===== src/rtl/gen_mask_pkg.sv =====
// Shared types and helpers for the generate-time mask lane scanner.
package gen_mask_pkg;

    typedef enum logic [1:0] {
        IDLE,
        SCAN,
        DONE
    } lane_state_e;

    function automatic int lane_iw(input int max_size);
        return (max_size > 1) ? $clog2(max_size) : 1;
    endfunction

endpackage


===== src/rtl/gen_mask_lane_en.sv =====
// Elaboration-time lane enable vector; MASK bits beyond SIZE are never referenced.
module gen_mask_lane_en
    import gen_mask_pkg::*;
#(
    parameter int              MAX_SIZE = 8,
    parameter int              SIZE     = 5,
    parameter logic [SIZE-1:0] MASK     = 5'b10110,
    localparam int             IW       = lane_iw(MAX_SIZE)
) (
    output logic [MAX_SIZE-1:0] en,
    output logic [IW-1:0]       last_idx
);

    // The range test is the outer generate-if, so MASK[g] only exists where g < SIZE.
    for (genvar g = 0; g < MAX_SIZE; g++) begin : g_lane
        if (g < SIZE) begin : g_in
            assign en[g] = MASK[g];
        end else begin : g_out
            assign en[g] = 1'b0;
        end
    end

    always_comb begin
        last_idx = '0;
        for (int unsigned i = 0; i < MAX_SIZE; i++) begin
            if (en[i]) last_idx = IW'(i);
        end
    end

endmodule


===== src/rtl/gen_mask_lane_scan.sv =====
// Walks the elaboration-time lane enables and streams each enabled lane index
// over a valid/ready handshake, pulsing done once the last lane is passed.
module gen_mask_lane_scan
    import gen_mask_pkg::*;
#(
    parameter int              MAX_SIZE = 8,
    parameter int              SIZE     = 5,
    parameter logic [SIZE-1:0] MASK     = 5'b10110,
    localparam int             IW       = lane_iw(MAX_SIZE),
    localparam int             CW       = $clog2(MAX_SIZE + 1)
) (
    input  logic          clk,
    input  logic          rst,
    input  logic          start,
    output logic          busy,
    output logic          lane_valid,
    input  logic          lane_ready,
    output logic [IW-1:0] lane_idx,
    output logic          lane_last,
    output logic          done,
    output logic [CW-1:0] lane_count
);

    logic [MAX_SIZE-1:0] en;
    logic [IW-1:0]       last_idx;
    lane_state_e         state;
    logic [IW-1:0]       ptr;

    gen_mask_lane_en #(
        .MAX_SIZE (MAX_SIZE),
        .SIZE     (SIZE),
        .MASK     (MASK)
    ) u_lane_en (
        .en       (en),
        .last_idx (last_idx)
    );

    always_ff @(posedge clk) begin
        if (rst) begin
            state      <= IDLE;
            ptr        <= '0;
            lane_count <= '0;
        end else begin
            case (state)
                IDLE: begin
                    if (start) begin
                        state      <= SCAN;
                        ptr        <= '0;
                        lane_count <= '0;
                    end
                end
                SCAN: begin
                    // Disabled lanes advance unconditionally; enabled ones wait for ready.
                    if (!en[ptr] || lane_ready) begin
                        if (en[ptr]) lane_count <= lane_count + CW'(1);
                        if (ptr == IW'(MAX_SIZE - 1)) state <= DONE;
                        else                          ptr   <= ptr + IW'(1);
                    end
                end
                DONE: begin
                    state <= IDLE;
                    ptr   <= '0;
                end
                default: state <= IDLE;
            endcase
        end
    end

    always_comb begin
        busy       = (state != IDLE);
        done       = (state == DONE);
        lane_valid = (state == SCAN) && en[ptr];
        lane_idx   = (state == SCAN) ? ptr : '0;
        lane_last  = lane_valid && (ptr == last_idx);
    end

endmodule


===== config.mk =====
export PLATFORM = sky130hd
export DESIGN_NAME = gen_mask_lane_scan
export DESIGN_NICKNAME = d
export VERILOG_FILES = /design/src/rtl/gen_mask_pkg.sv /design/src/rtl/gen_mask_lane_en.sv /design/src/rtl/gen_mask_lane_scan.sv
export SDC_FILE = /design/constraint.sdc
export NUM_CORES = 1
export LEC_CHECK = 0
export ABC_AREA = 1
export CAP_MARGIN = 0
export CELL_PAD_IN_SITES_DETAIL_PLACEMENT = 1
export CELL_PAD_IN_SITES_GLOBAL_PLACEMENT = 1
export CORE_MARGIN = 5
export CORE_UTILIZATION = 34
export DETAILED_ROUTE_END_ITERATION = 10
export HOLD_SLACK_MARGIN = 0.06
export PLACE_DENSITY = 0.87
export SYNTH_ARGS = -nofsm -noshare
export SYNTH_HDL_FRONTEND = slang
export SYNTH_SLANG_ARGS = --single-unit

===== constraint.sdc =====
create_clock -name clk -period 2.32 [get_ports clk]
set_input_delay 0.348 -clock clk [delete_from_list [all_inputs] [get_ports clk]]
set_output_delay 0.348 -clock clk [all_outputs]
set_load 0.02 [all_outputs]

==> run metrics, run 1 <==
critical path arrival=1740 ps; pin count of the biggest net entering global routing=9; dpl cells=131; IO Pins=15; overall power=0.4534 mW; placed cell areas=842.1 µm²; peak supply drop=0.3599 mV; GRT overflow=0; gr usage total=13.28%; Min Hold Slack=499.0 ps; PortBufs=14; CP Buf/Inv Count=2; Distinct cells, synth=21; Post-Synthesis Cells=90; ANT nets after route=0; Syn Area/Cell=7.465 µm²; placed wire-length estimate=1396 µm; min Tclk post-route=2093 ps; drt drc=0; CTS tree=done; Synth area leaders=dfxtp_1 (30%), ha_1 (9.3%), inv_1 (8.4%); Global Route met2 Usage=22.71%; vias in the first global route=660; clk buf depth=2; ant diodes=0; met3 GRT Util=2.180%; worst hold path class=register to register; Pre-Repair DR Iteration Count=2; # setup viols final=0; most frequent cells in the layout=inv_1 (14), nand2_1 (14), clkdlybuf4s50_1 (13), nor2_1 (11), dfxtp_1 (9); die area=0.002965 mm²; post-synth top area share=29.80%; worst path required time=1970 ps; share of cells above drive strength 1=17.76%; CTS Hold Bufs=0; Final Non-Filler Cells=134; Via density=4.709; delay-heaviest family, CP=buffers and inverters; Critical Path Start Type=register; Worst path max stage delay=640 ps; WL final=1661 µm; DR WL/cell=12.40 µm; H-tree depth=1; Fill cells=258; Die Y=54.46 µm; DR iter-0 viols=11; setup bufs post-CTS=0; initial antenna violation count=0; core region area=0.001922 mm²; Worst Clk Skew=0.7496 ps; vias=631; Die X=54.46 µm; #FFs+latches synth=10; met1 usage=16.50%; Pwr Density=522.1 mW/mm²; Initial Util=34.96%; Post-Syn Nets=99; Final GP Congestion=0.7653; crit path cell chain=inv_2 -> nand2_2 -> nor2_1 -> clkdlybuf4s50_1; yosys warns=0; TNS Setup=0 ps; most used routing layer=met2; Worst-Margin Slew=295.4 ps; outcome=finished clean; Fin. Hold Viols=0; worst-path fanout max=7; maxcap violations=0; leakage=0.4219 nW; area grow syn2layout=29.24%; post-synth top area cell=dfxtp_1; CP max-delay cell=clkdlybuf4s50_1; Max-Slew Margin vs Limit=80.28%; clock sink count=10; fmax=0.4779 GHz; clock-pin slew on the worst setup and hold paths=60 ps; clk_lat worst skew=260 ps; # rows=16; final net count=118; Slew Limit Fails=0; Root Buffer=clkbuf_4; first-pass GRT wire length=2822 µm; RSZ-0062 raised after global routing=no; period utilization=90.20%; Setup CP Type=register to output port; design area=868.3 µm²; post-synth design cell area=671.9 µm²; sequential-to-total area share from yosys stat=29.80%; cts bufs inserted=3; CP Capture Type=output port
## Yosys cell counts
cell / count
o21ai_0: 3
nand2_4: 2
nor2_4: 2
xnor2_1: 1
dfxtp_1: 10
o21ai_4: 1
a21oi_2: 1
nor2_1: 11
nand4_1: 4
nor3_2: 1
nand3_1: 6
nand3_4: 1
nand2_1: 14
ha_1: 5
a21oi_1: 5
nor4b_1: 1
and3_1: 1
inv_1: 15
nor2_2: 2
nand2_2: 3
buf_6: 1
## where the power goes
part	internal, mW	leakage, nW	switching [mW]
combinational	0.0531	0.326	0.0854
sequential	0.185	0.0820	0.0143
clock	0.0598	0.0138	0.0562
## path summary, 6_finish.rpt
kind	startpoint	to	slack, ps	cells past startpoint
min reg2reg	lane_count[0]	lane_count[0]	500	1
min	lane_count[0]	lane_count[0]	500	1
max reg2reg	ptr[0]	register	480	11
max	state[1]	lane_idx[2]	230	4
## stage by stage
| step | utilization, % | worst slack, ps |
|---|---|---|
| 3_3_place_gp | 43.82 | 350.7 |
| 3_5_place_dp | 43.82 | 296.0 |
| 2_1_floorplan | - | 618.5 |
| 4_1_cts | 44.99 | 5.039 |
| 5_1_grt | 45.18 | 132.5 |
| 6_report | 45.18 | 227.4 |
## cell type report
cell class | instances | area, µm² | share of cell area (%)
Sequential cell | 10 | 201.4 | 23.20
Tap cell | 27 | 33.78 | 3.890
Clock buffer | 3 | 22.52 | 2.594
Inverter | 15 | 56.30 | 6.484
Multi-Input combinational cell | 64 | 404.1 | 46.54
Timing Repair Buffer | 15 | 150.1 | 17.29
## what timing repair did
| item | CTS | global route |
|---|---|---|
| endpoints found under the setup margin | 1 | 1 |
| pin swaps | 0 | 0 |
| resized for setup | 1 | 2 |
## flip-flops by register name, summed over array words and instances, names as in the netlist, named ones only
name / count
ptr: 3
state: 2
lane_count: 4
## logic make-up after synthesis
group / share of synthesized area (%)
AO/OA/AOI/OAI: 9.683
XOR/XNOR: 1.304
adder cells (fa/ha/maj): 9.311
buffers and inverters: 10.06
flip-flops: 29.79
AND/OR/NAND/NOR: 39.85
## per-layer routing
layer | share of wire (%) | wire length, µm | vias to the layer above
li1 | - | - | 324
met1 | 47 | 774 | 292
met2 | 48 | 805 | 13
met3 | 3.3 | 55 | 2
met4 | 1.5 | 25 | 0
met5 | 0 | 0 | -
Power figures use the tool's default switching activity.
==> inputs of run 2 (changes only) <==
Settings changed: SETUP_SLACK_MARGIN set to 0.1, SKIP_LAST_GASP set to 1.
==> run 2 against run 1 <==
Register-to-register slack barely moved. Highest routed layer unchanged. Core utilization fell by 0.20 points. Via count fell by 0.16%. Setup slack got worse by 2.5 ps. Global-route usage did not move.
==> run metrics, run 2 (synthesis results as in run 1) <==
Fin. Hold Viols=0; largest register by flop count=lane_count; vias in the first global route=660; CP Capture Type=output port; GRT overflow=0; clock-pin slew on the worst setup and hold paths=60 ps; Die X=54.46 µm; Via density=4.701; Worst Clk Skew=0.6934 ps; CTS tree=done; core region area=0.001922 mm²; Final GP Congestion=0.7653; Initial Util=34.96%; cts bufs inserted=3; share of cells above drive strength 1=17.76%; Die Y=54.46 µm; Setup CP Type=register to output port; Pre-Repair DR Iteration Count=4; combinational share of power=30.5%; Clock power frac=25.7%; critical path arrival=1750 ps; internal power=0.2973 mW; # rows=16; RSZ-0062 raised after global routing=no; clk_lat worst skew=260 ps; peak supply drop=0.3591 mV; final net count=118; Fill cells=261; TNS Setup=0 ps; Root Buffer=clkbuf_4; Slew Limit Fails=0; PortBufs=14; clock sink count=10; placed wire-length estimate=1396 µm; period utilization=90.31%; sw frac=34.49%; vias=630; Seq pwr share=43.8%; ANT nets after route=0; DR iter-0 viols=9; pin count of the biggest net entering global routing=9; final core utilization=44.99%; Critical Path Start Type=register; Final Non-Filler Cells=134; worst hold path class=register to register; drt drc=0; Max-Slew Margin vs Limit=80.18%; largest registers=lane_count (4), ptr (3), state (2); gr usage total=13.28%; outcome=finished clean; die area=0.002965 mm²; Worst-Margin Slew=296.9 ps; most frequent cells in the layout=inv_1 (14), nand2_1 (14), clkdlybuf4s50_1 (13), nor2_1 (11), dfxtp_1 (9); WL final=1666 µm; Switch Pwr=0.1565 mW; dpl cells=131; leakage=0.4081 nW; maxcap violations=0; Pwr Density=524.9 mW/mm²; H-tree depth=1; min Tclk post-route=2095 ps; IO Pins=15; CTS Hold Bufs=0; max reg flops=4; # setup viols final=0; first-pass GRT wire length=2822 µm; worst-path fanout max=7; ant diodes=0; worst path required time=1970 ps; area grow syn2layout=28.68%; clk buf depth=2; DR WL/cell=12.43 µm; fmax=0.4773 GHz; initial antenna violation count=0
## run 2: cell count changes in the layout (fill, tap and decap cells not counted), sizes merged
| cell | change |
|---|---|
| dlymetal6s2s | -1 |
| dlygate4sd2 | +1 |
## run 2: layer usage
layer / vias up / global-route usage (%) / wire, µm
met2: 13 / 22.71 / 802
met5: - / 0 / 0
met1: 291 / 16.50 / 780
met3: 3 / 2.180 / 57
li1: 323 / - / -
met4: 0 / 4.979 / 26
## run 2: cell type report
class                      count  area (µm²)  area share (%)
inverter                      15       56.30           6.512
tap                           27       33.78           3.907
sequential                    10       201.4           23.30
multi-input combinational     64       404.1           46.74
clock buffer                   3       22.52           2.605
timing repair buffer          15       146.4           16.93
## run 2: worst paths after layout
kind         cells after the start            end  slack, ps          start
min                              1  lane_count[0]        500  lane_count[0]
max reg2reg                     11       register        470         ptr[0]
max                              4    lane_idx[2]        220       state[1]
min reg2reg                      1  lane_count[0]        500  lane_count[0]
## run 2: per-stage QoR
step / worst slack (ps) / hold WS, ps / area [µm²] / total power [mW]
global route: 132.5 / 550.4 / 864.6 / 0.4833
CTS: 204.9 / 506.9 / 864.6 / 0.4595
finish: 224.8 / 499.4 / 864.6 / 0.4539
global placement: 350.7 / 479.7 / 842.1 / 0.3352
floorplan: 618.5 / 417.1 / 671.9 / 0.2971
detailed placement: 296.0 / 489.8 / 842.1 / 0.3418
## run 2: power by group through the flow
stage / Sequential (mW) / Clock (mW) / Combinational [mW]
6_report: 0.199 / 0.116 / 0.138
5_1_grt: 0.200 / 0.127 / 0.156
3_3_place_gp: 0.203 / 0 / 0.133
3_5_place_dp: 0.202 / 0 / 0.139
4_1_cts: 0.199 / 0.119 / 0.141
2_1_floorplan: 0.195 / 0 / 0.102
## run 2: timing repair
item | CTS | global route
setup endpoints to repair | 1 | 0
setup buffers | 0 | 0
gates resized for setup | 3 | 0
## run 2: worst max-delay path: stages (launching register included)
cell,delay [ps]
dfxtp_1,390
inv_2,140
nand2_2,120
nor2_1,180
clkdlybuf4s50_1,640
==> inputs of run 3 (changes only) <==
Settings changed: GPL_TIMING_DRIVEN set to 0.
==> run 3 against run 2 <==
Core utilization grew 0.85 points. Count of clock-buffer cells in the layout rose by 1. Total power up 11%. Non-clock buffer count did not move. First-iteration DRC count up 110%. Largest power group unchanged.
==> run metrics, run 3 (synthesis results as in run 1) <==
period utilization=89.45%; area grow syn2layout=31.10%; critical path arrival=1730 ps; # rows=16; clk_lat worst skew=270 ps; Die X=54.46 µm; Critical Path Start Type=register; Final GP Congestion=0.7715; Met2 Wirelength=852 µm; die area=0.002965 mm²; Worst path max stage delay=620 ps; outcome=finished clean; CP startpoint=state[1]; clock-pin slew on the worst setup and hold paths=70 ps; # setup viols final=0; cts bufs inserted=3; WL final=1770 µm; initial antenna violation count=0; design area=880.8 µm²; top sig layer=met4; DR iter-0 viols=19; Die Y=54.46 µm; final net count=118; TNS Setup=0 ps; largest registers=lane_count (4), ptr (3), state (2); H-tree depth=1; worst-path fanout max=7; placed wire-length estimate=1450 µm; WL met1=780 µm; pin count of the biggest net entering global routing=9; Pre-Repair DR Iteration Count=4; CTS tree=done; final core utilization=45.83%; ANT nets after route=0; most frequent cells in the layout=inv_1 (14), nand2_1 (14), clkdlybuf4s50_1 (13), nor2_1 (11), dfxtp_1 (10); Setup CP Type=register to output port; CP Capture Type=output port; Initial Util=34.96%; placed cell areas=845.8 µm²; overall power=0.5017 mW; gr usage total=14.68%; GRT overflow=0; CTS Hold Bufs=0; worst path required time=1970 ps; fmax=0.4819 GHz; leakage=0.4164 nW; worst hold path class=register to register; CP Buf/Inv Count=2; largest register by flop count=lane_count; ant diodes=0; Worst-Margin Slew=311.1 ps; min Tclk post-route=2075 ps; core region area=0.001922 mm²; delay-heaviest family, CP=buffers and inverters; hold path startpoint=lane_count[3]; vias=667; clk buf depth=2; routed wire length on met3=104 µm; CP max-delay cell=clkdlybuf4s50_1; RR Startpoint=ptr[0]; vias in the first global route=667; Via density=4.941; peak supply drop=0.3226 mV; Root Buffer=clkbuf_4; clock sink count=10; Slew Limit Fails=0; Fin. Hold Viols=0; max reg flops=4; RSZ-0062 raised after global routing=no; Worst Clk Skew=0.5901 ps; maxcap violations=0; setup ws final=244.8 ps; PortBufs=14; first-pass GRT wire length=3063 µm; Max-Slew Margin vs Limit=79.23%; Pwr Density=569.5 mW/mm²; Worst R2R Setup Slack=450 ps; IO Pins=15; DR WL/cell=13.11 µm; share of cells above drive strength 1=17.59%; crit path cell chain=inv_2 -> nand2_2 -> nor2_1 -> clkdlybuf4s50_1; dpl ws=328.8 ps; setup bufs post-CTS=0; drt drc=0
[run 3: cell types whose count changed in the layout (fill, tap and decap cells not counted)]
cell / delta
buf_4: -1
buf_6: +1
clkbuf_8: +1
dfxtp_1: +1
dfxtp_2: -1
[run 3: power breakdown]
| group | internal [mW] | switching (mW) | total, mW |
|---|---|---|---|
| Combinational | 0.0547 | 0.0899 | 0.145 |
| Clock | 0.0955 | 0.0685 | 0.164 |
| Sequential | 0.184 | 0.00915 | 0.193 |
[run 3: repair_timing]
item,in CTS,in global routing
endpoints found under the setup margin,1,0
endpoints found under the hold margin,0,0
resized for setup,2,0
[run 3: worst paths after layout]
| kind | end | cells after the start |
|---|---|---|
| worst max-delay path | lane_idx[2] | 4 |
| worst min-delay path | lane_count[3] | 2 |
| worst max register to register | register | 11 |
| worst min register to register | lane_count[3] | 2 |
[run 3: layout make-up]
type                    count  area [µm²]
inverters                  15       56.30
multi-input cells          64       404.1
fillers                   255        1041
clock buffers               4       36.28
repair buffers             14       138.9
flip-flops and latches     10       200.2
well taps                  27       33.78
plain buffers               1       11.26
[run 3: metal layers]
metal	vias up	GRT usage (%)
li1	325	-
met1	320	17.94
met2	18	22.71
met3	4	3.815
met4	0	9.129
met5	-	0
[run 3: through the flow]
stage | instances | hold WS, ps
after CTS | 135 | 507.3
after global placement | 131 | 475.4
after detailed placement | 131 | 490.7
after floorplan | 90 | 417.1
final | 135 | 502.9
after global routing | 135 | 528.1
[run 3: tightest hold or removal path: stages, from the launching register on]
cell	delay, ps
dfxtp_1	330
nand2_1	70
a21oi_1	60
